`src/rtl/rom_sequencer.sv`:
```
// Address-generating read sequencer for a small combinational ROM: walks a wrapping
// address range, registers each byte, hands it downstream and keeps a running checksum.
module rom_sequencer #(
    parameter int ADDR_W = 4,
    parameter int DATA_W = 8
) (
    input  logic              clk,
    input  logic              rst,
    input  logic              start,
    input  logic [ADDR_W-1:0] start_addr,
    input  logic [ADDR_W:0]   count,
    output logic [ADDR_W-1:0] rom_addr,
    input  logic [DATA_W-1:0] rom_data,
    output logic [DATA_W-1:0] data_out,
    output logic              data_valid,
    input  logic              data_ready,
    output logic              busy,
    output logic              done,
    output logic [DATA_W-1:0] checksum
);

    localparam int DEPTH = 2 ** ADDR_W;
    localparam logic [ADDR_W:0] MAX_COUNT = (ADDR_W + 1)'(DEPTH);

    // Handshake: a byte transfers on any rising edge where data_valid && data_ready;
    // data_out/data_valid are held stable until then, data_ready alone has no effect.
    typedef enum logic [1:0] {
        IDLE  = 2'd0,
        FETCH = 2'd1,
        SEND  = 2'd2,
        DONE  = 2'd3
    } state_t;

    state_t            state;
    state_t            state_next;
    logic [ADDR_W:0]   remaining;
    logic              handshake;

    assign handshake = data_valid && data_ready;

    always_comb begin
        state_next = state;
        case (state)
            IDLE: begin
                if (start) begin
                    state_next = (count == '0) ? DONE : FETCH;
                end
            end
            FETCH: state_next = SEND;
            SEND: begin
                if (handshake) begin
                    state_next = (remaining == '0) ? DONE : FETCH;
                end
            end
            DONE:    state_next = IDLE;
            default: state_next = IDLE;
        endcase
    end

    always_ff @(posedge clk) begin
        if (rst) begin
            state <= IDLE;
        end else begin
            state <= state_next;
        end
    end

    // remaining is decremented in FETCH, so in SEND it counts bytes still to fetch.
    always_ff @(posedge clk) begin
        if (rst) begin
            rom_addr   <= '0;
            data_out   <= '0;
            data_valid <= 1'b0;
            checksum   <= '0;
            remaining  <= '0;
        end else begin
            case (state)
                IDLE: begin
                    if (start) begin
                        rom_addr  <= start_addr;
                        remaining <= (count > MAX_COUNT) ? MAX_COUNT : count;
                        checksum  <= '0;
                    end
                end
                FETCH: begin
                    data_out   <= rom_data;
                    data_valid <= 1'b1;
                    rom_addr   <= rom_addr + 1'b1;
                    remaining  <= remaining - 1'b1;
                end
                SEND: begin
                    if (handshake) begin
                        checksum   <= checksum + data_out;
                        data_valid <= 1'b0;
                    end
                end
                default: begin
                end
            endcase
        end
    end

    assign busy = (state != IDLE);
    assign done = (state == DONE);

endmodule

```
`config.mk`:
```
export PLATFORM = sky130hd
export DESIGN_NAME = rom_sequencer
export DESIGN_NICKNAME = d
export VERILOG_FILES = /design/src/rtl/rom_sequencer.sv
export SDC_FILE = /design/constraint.sdc
export NUM_CORES = 1
export LEC_CHECK = 0
export ABC_AREA = 1
export ABC_CLOCK_PERIOD_IN_PS = 2100
export CORE_MARGIN = 10
export CORE_UTILIZATION = 47
export DETAILED_ROUTE_END_ITERATION = 8
export PLACE_DENSITY = 0.88
export SYNTH_ARGS = -nofsm -noshare
export SYNTH_HDL_FRONTEND = slang
export SYNTH_SLANG_ARGS = --single-unit
export TNS_END_PERCENT = 100
```
`constraint.sdc`:
```
create_clock -name clk -period 2.1 [get_ports clk]
set_input_delay 0.63 -clock clk [delete_from_list [all_inputs] [get_ports clk]]
set_output_delay 0.63 -clock clk [all_outputs]
set_load 0.01 [all_outputs]
```
==> results of run 1 <==
[repair_timing]
item | 4_1_cts | 5_1_grt
setup endpoints to repair | 2 | 2
pin swaps | 0 | 0
hold endpoints to repair | 0 | 0
buffers inserted | 0 | 1
hold buffers | 0 | 0
resized for setup | 2 | 2
[placed cells by master, fill, tap and decap left out, types with 2 or more instances in the layout]
cell	synthesis	final
a31oi_1	2	2
buf_4	1	3
ha_1	9	9
a21oi_1	22	22
o211ai_1	2	2
inv_2	6	6
nand2_2	3	3
nand2_1	52	52
xnor2_1	4	4
inv_1	18	18
dfxtp_1	28	26
o21ai_1	14	14
nand3_1	15	15
clkbuf_4	0	3
clkdlybuf4s50_1	0	42
or2_2	2	2
nor2_1	31	31
[routing by layer]
layer | up-vias | GRT usage [%] | wire length, µm
met3 | 8 | 2.33 | 191
met4 | 0 | 4.93 | 64
met5 | - | 0 | 0
met1 | 712 | 16.2 | 1710
li1 | 806 | - | -
met2 | 48 | 23.7 | 2030
[worst paths after layout]
| path | slack [ns] | end | start | depth (start not counted) |
|---|---|---|---|---|
| worst max-delay path | 0.11 | done | state[0] | 3 |
| worst min-delay path | 0.49 | remaining[4] | remaining[4] | 2 |
| worst max register to register | 0.40 | checksum[4] | data_out[0] | 7 |
| worst min register to register | 0.49 | remaining[4] | remaining[4] | 2 |
[flip-flops by register name, indices dropped and copies added, names as in the netlist]
name / cells
checksum: 8
data_out: 8
remaining: 5
rom_addr: 4
state: 2
data_valid: 1
[metrics by stage]
step	cells	setup WS, ns	total power, mW
5_1_grt	310	0.0398	1.67
6_report	310	0.115	1.56
2_1_floorplan	221	0.494	1.06
4_1_cts	309	0.00819	1.56
3_3_place_gp	305	0.257	1.27
3_5_place_dp	305	0.219	1.29
[critical path: cells and delay by family (launching register included)]
kind	cells	cell delay, ns
buf+inv	2	0.58
flops	1	0.39
simple gates	1	0.06
[power breakdown]
group | switching, mW | internal, mW
Clock | 0.167 | 0.106
Sequential | 0.0632 | 0.608
Combinational | 0.332 | 0.280
Total | 0.562 | 0.994
[area by class of cell]
cell class | count | share of cell area [%]
clock buffer | 4 | 1.77
inverter | 24 | 4.39
multi-input combinational | 164 | 41.4
sequential | 28 | 27.6
tap | 44 | 2.68
timing repair buffer | 46 | 22.2
[kinds of logic (layout without fill, tap and decap cells)]
family          count (synthesis)  after routing  share of synthesized area (%)
xor+xnor                        5              5                           2.86
simple gates                  107            107                           29.4
fa+ha+maj                      10             10                           8.67
buf+inv                        29             74                           7.93
flops                          28             28                           36.6
compound gates                 42             42                           14.5
==> flow_metrics.py, run 1 <==
metrics = {
    "outcome": {
        "status": "complete, no violations",
    },
    "placement": {
        "gp_congestion": 0.795,
        "io_buffers": 43,
        "place_area_um2": 2000,
        "dp_hpwl_um": 3090,
    },
    "drt": {
        "vias": 1574,
        "wl_per_cell_um": 12.9,
        "via_per_inst": 5.08,
        "antenna_left": 0,
        "drtIter0Drc": 101,
        "drtPass1Iterations": 4,
        "routed_wl_um": 4000,
        "drc": 0,
    },
    "synth": {
        "ys_types": 26,
        "synth-main-ff-cell": "dfxtp_1",
        "ys_seq_area_share_pct": 36.6,
        "yosysTopAreaCellShare_pct": 36.6,
        "syn_inst": 221,
        "synth_commonest_cells": "nand2_1, nor2_1, dfxtp_1, a21oi_1, inv_1",
        "syn_area_per_cell_um2": 6.92,
        "synth_top_area_cell": "dfxtp_1",
        "synth_nets": 252,
        "synthArstFlopShare_pct": 0,
        "synth_area_um2": 1530,
        "synth-seq-cells": 28,
        "synth_edf_count": 0,
        "synth_area_leaders": "dfxtp_1, nand2_1, nor2_1",
        "yosys_warnings": 0,
        "yosysMostFrequentCell": "nand2_1",
    },
    "global_route": {
        "grt.overflow.total": 0,
        "grt_pass1_wl_um": 6870,
        "antenna_found_initial": 0,
        "grt_max_degree": 20,
        "grt_pass1_vias": 1472,
        "grt.total_usage_pct": 13.6,
    },
    "timing": {
        "period_minus_slack_ns": 1.99,
        "tightest_slew_ns": 0.467,
        "fmax_ghz": 0.504,
        "setup-tns-final_ns": 0,
        "setup_viol": 0,
        "hold_ws_ns": 0.486,
        "rsz0062_at_grt": "false",
        "final_hold_viol_count": 0,
        "post-route-period-util_pct": 94.5,
        "clock_skew_ns": 0.00730,
        "slew_violations": 0,
        "slew_headroom_pct": 68.7,
    },
    "setup_path": {
        "cp_cell_sequence": "nand2_1 -> inv_1 -> clkdlybuf4s50_1",
        "critPathSlowestCell": "clkdlybuf4s50_1",
        "worstPathArrival_ns": 1.36,
        "critPathMaxFanout": 3,
        "endpoint_kind": "output pin",
        "cp-start-kind": "flip-flop",
        "worstPathRequired_ns": 1.47,
        "critPathKind": "flip-flop to output pin",
        "cpPeakStageDelay_ns": 0.53,
    },
    "clock_network": {
        "clock-root-buffer": "clkbuf_4",
        "worst_skew_pair.late_latency_ns": 0.33,
        "clk_pin_slew_ns": 0.16,
        "cts.path.max_buffers": 2,
        "cts_buffers": 3,
        "cts_sinks": 28,
        "h-tree-depth": 1,
        "cts_tree": "yes",
    },
    "power": {
        "power_density_nw_per_um2": 759,
        "p_leak_nw": 0.934,
        "peakVddDrop_mv": 0.382,
    },
    "floorplanning": {
        "die_x_um": 77.1,
        "core.rowCount": 20,
        "io_pins": 44,
        "core_um2": 3080,
        "initial_core_util_pct": 49.7,
        "die_area_um2": 5940,
        "die_y_um": 77.1,
    },
    "finish": {
        "fillCellCount": 268,
        "nets": 298,
        "multi_input_area_um2": 848,
        "syn2layout_area_growth_pct": 34.0,
        "final_core_util_pct": 66.6,
        "regArea_um2": 566,
        "final_area_um2": 2050,
        "diodes": 0,
        "drive_gt1_share_pct": 8.65,
    },
    "job": {
        "cap_violations": 0,
    },
    "min_path": {
        "hold_class": "flip-flop to flip-flop",
    },
}
No activity file was read; power rests on OpenSTA's default activity.
==> run 2, diff against run 1 <==
--- a/config.mk
+++ b/config.mk
@@ -14,4 +14,3 @@
 export SYNTH_ARGS = -nofsm -noshare
 export SYNTH_HDL_FRONTEND = slang
 export SYNTH_SLANG_ARGS = --single-unit
-export TNS_END_PERCENT = 100
==> results of run 2 <==
Same layout as run 1: the final DEF is identical, and so are final timing and power.
==> run 3, diff against run 2 <==
--- a/config.mk
+++ b/config.mk
@@ -7,7 +7,7 @@
 export LEC_CHECK = 0
 export ABC_AREA = 1
 export ABC_CLOCK_PERIOD_IN_PS = 2100
-export CORE_MARGIN = 10
+export CORE_MARGIN = 2
 export CORE_UTILIZATION = 47
 export DETAILED_ROUTE_END_ITERATION = 8
 export PLACE_DENSITY = 0.88
==> run 3 against run 2 <==
Effect of this change: clock skew is 0.0022 ns lower; first-iteration DRC count down 42%; design area decreased by 1.0%; routed wire length down 5.6%; count of clock-buffer cells in the layout is 1 lower; combinational power shrank 1%; register-to-register slack improved by 0.05 ns; critical path type unchanged; largest cell class unchanged; largest power group unchanged; highest routed layer unchanged.
==> flow_metrics.py, run 3 (same netlist as run 1, synthesis figures left out) <==
metrics = {
    "global_route": {
        "grt_pass1_vias": 1492,
        "grt.overflow.total": 0,
        "antenna_found_initial": 0,
        "grt_pass1_wl_um": 6340,
        "grt_max_degree": 20,
        "grt.total_usage_pct": 23.2,
    },
    "power": {
        "power_density_nw_per_um2": 743,
        "finalPower_mw": 1.51,
        "p_leak_nw": 0.909,
        "peakVddDrop_mv": 0.501,
    },
    "setup_path": {
        "crit_end": "busy",
        "cpPeakStageDelay_ns": 0.54,
        "worstPathRequired_ns": 1.47,
        "endpoint_kind": "output pin",
        "reg2reg_from": "data_out[0]",
        "r2r_end": "checksum[4]",
        "worstPathArrival_ns": 1.40,
        "rr_worst_depth": 7,
        "critPathMaxFanout": 6,
        "path_depth": 3,
        "cp-start-kind": "flip-flop",
        "critPathSlowestCell": "clkdlybuf4s50_1",
        "cp_cell_sequence": "nor2_2 -> inv_1 -> clkdlybuf4s50_1",
        "cp_top_family": "buffers and inverters",
        "r2r_slack_ns": 0.45,
        "critPathLaunch": "state[0]",
        "cp_num_buf_inv": 2,
        "critPathKind": "flip-flop to output pin",
    },
    "timing": {
        "setup-tns-final_ns": 0,
        "clock_skew_ns": 0.00506,
        "fmax_ghz": 0.492,
        "slew_violations": 0,
        "post-route-period-util_pct": 96.8,
        "rsz0062_at_grt": "false",
        "slew_headroom_pct": 66.9,
        "tightest_slew_ns": 0.493,
        "final_hold_viol_count": 0,
        "period_minus_slack_ns": 2.03,
        "setup_viol": 0,
        "hold_ws_ns": 0.478,
        "timing.final.ws_setup_ns": 0.0679,
    },
    "clock_network": {
        "cts_tree": "yes",
        "worst_skew_pair.late_latency_ns": 0.33,
        "postCtsSetupBuffers": 0,
        "ctsHoldBuffers": 0,
        "cts_resized": 1,
        "clock-root-buffer": "clkbuf_4",
        "clk_pin_slew_ns": 0.14,
        "cts.path.max_buffers": 2,
        "cts_buffers": 3,
        "h-tree-depth": 1,
        "cts_sinks": 28,
    },
    "placement": {
        "gp_congestion": 0.869,
        "dp_hpwl_um": 2860,
        "place_ws_ns": 0.170,
        "io_buffers": 43,
    },
    "finish": {
        "final_common_cell": "nand2_1",
        "syn2layout_area_growth_pct": 32.6,
        "diodes": 0,
        "nets": 297,
        "largest_registers": "checksum x8, data_out x8, remaining x5",
        "final_cell_mix": "nand2_1, clkdlybuf4s50_1, nor2_1",
        "drive_gt1_share_pct": 8.33,
        "final_core_util_pct": 65.9,
    },
    "drt": {
        "routed_wl_um": 3780,
        "drc": 0,
        "vias": 1561,
        "drtPass1Iterations": 4,
        "antenna_left": 0,
        "wl_per_cell_um": 12.3,
        "via_per_inst": 5.07,
        "drtIter0Drc": 59,
    },
    "outcome": {
        "status": "complete, no violations",
    },
    "floorplanning": {
        "die_y_um": 61.1,
        "core_um2": 3080,
        "core.rowCount": 20,
        "die_x_um": 61.1,
        "initial_core_util_pct": 49.7,
        "die_area_um2": 3730,
        "io_pins": 44,
    },
    "job": {
        "cap_violations": 0,
    },
    "min_path": {
        "hold_depth": 2,
        "hold_class": "flip-flop to flip-flop",
    },
}
-- run 3: cell types whose count changed in the layout (fill, tap and decap cells not counted) --
cell	previous run	this run
nor2_2	1	2
clkdlybuf4s50_1	42	43
clkbuf_8	1	0
buf_4	3	2
dlymetal6s2s_1	1	0
nor2_1	31	30
-- run 3: worst min-delay path, delay by kind of cell, from the launching register on --
family          cells  cell delay [ns]
compound gates      1             0.05
flops               1             0.34
simple gates        1             0.06
-- run 3: report_power, final --
part           leakage [nW]  switching (mW)  internal [mW]
registers             0.230          0.0714          0.608
logic                 0.665           0.326          0.278
clock network        0.0138           0.157         0.0676
total                 0.909           0.554          0.953
-- run 3: layer usage --
| layer | up-vias | track usage [%] | routed length (µm) |
|---|---|---|---|
| met5 | - | 0 | 0 |
| met4 | 0 | 11.2 | 78 |
| met3 | 4 | 3.78 | 140 |
| met2 | 37 | 39.2 | 1820 |
| met1 | 713 | 28.7 | 1730 |
| li1 | 807 | - | - |
-- run 3: worst min path at each step --
| stage | from | end | slack [ns] |
|---|---|---|---|
| 6_report | remaining[4] | remaining[4] | 0.48 |
| 2_1_floorplan | remaining[4] | remaining[4] | 0.44 |
| 5_1_grt | remaining[4] | remaining[4] | 0.52 |
| 4_1_cts | remaining[4] | remaining[4] | 0.48 |
| 3_3_place_gp | remaining[4] | remaining[4] | 0.46 |
| 3_5_place_dp | remaining[4] | remaining[4] | 0.46 |
-- run 3: final cells by class --
class / count / area (µm²)
clock buffers: 3 / 22.5
well taps: 44 / 55.1
repair buffers: 45 / 445
flip-flops and latches: 28 / 566
inverters: 24 / 90.1
multi-input cells: 164 / 851
fillers: 287 / 1050
-- run 3: stage by stage --
step,cells,instance area [µm²]
after floorplan,221,1530
after global placement,305,2000
after detailed placement,305,2000
after CTS,308,2020
after global routing,308,2030
final,308,2030
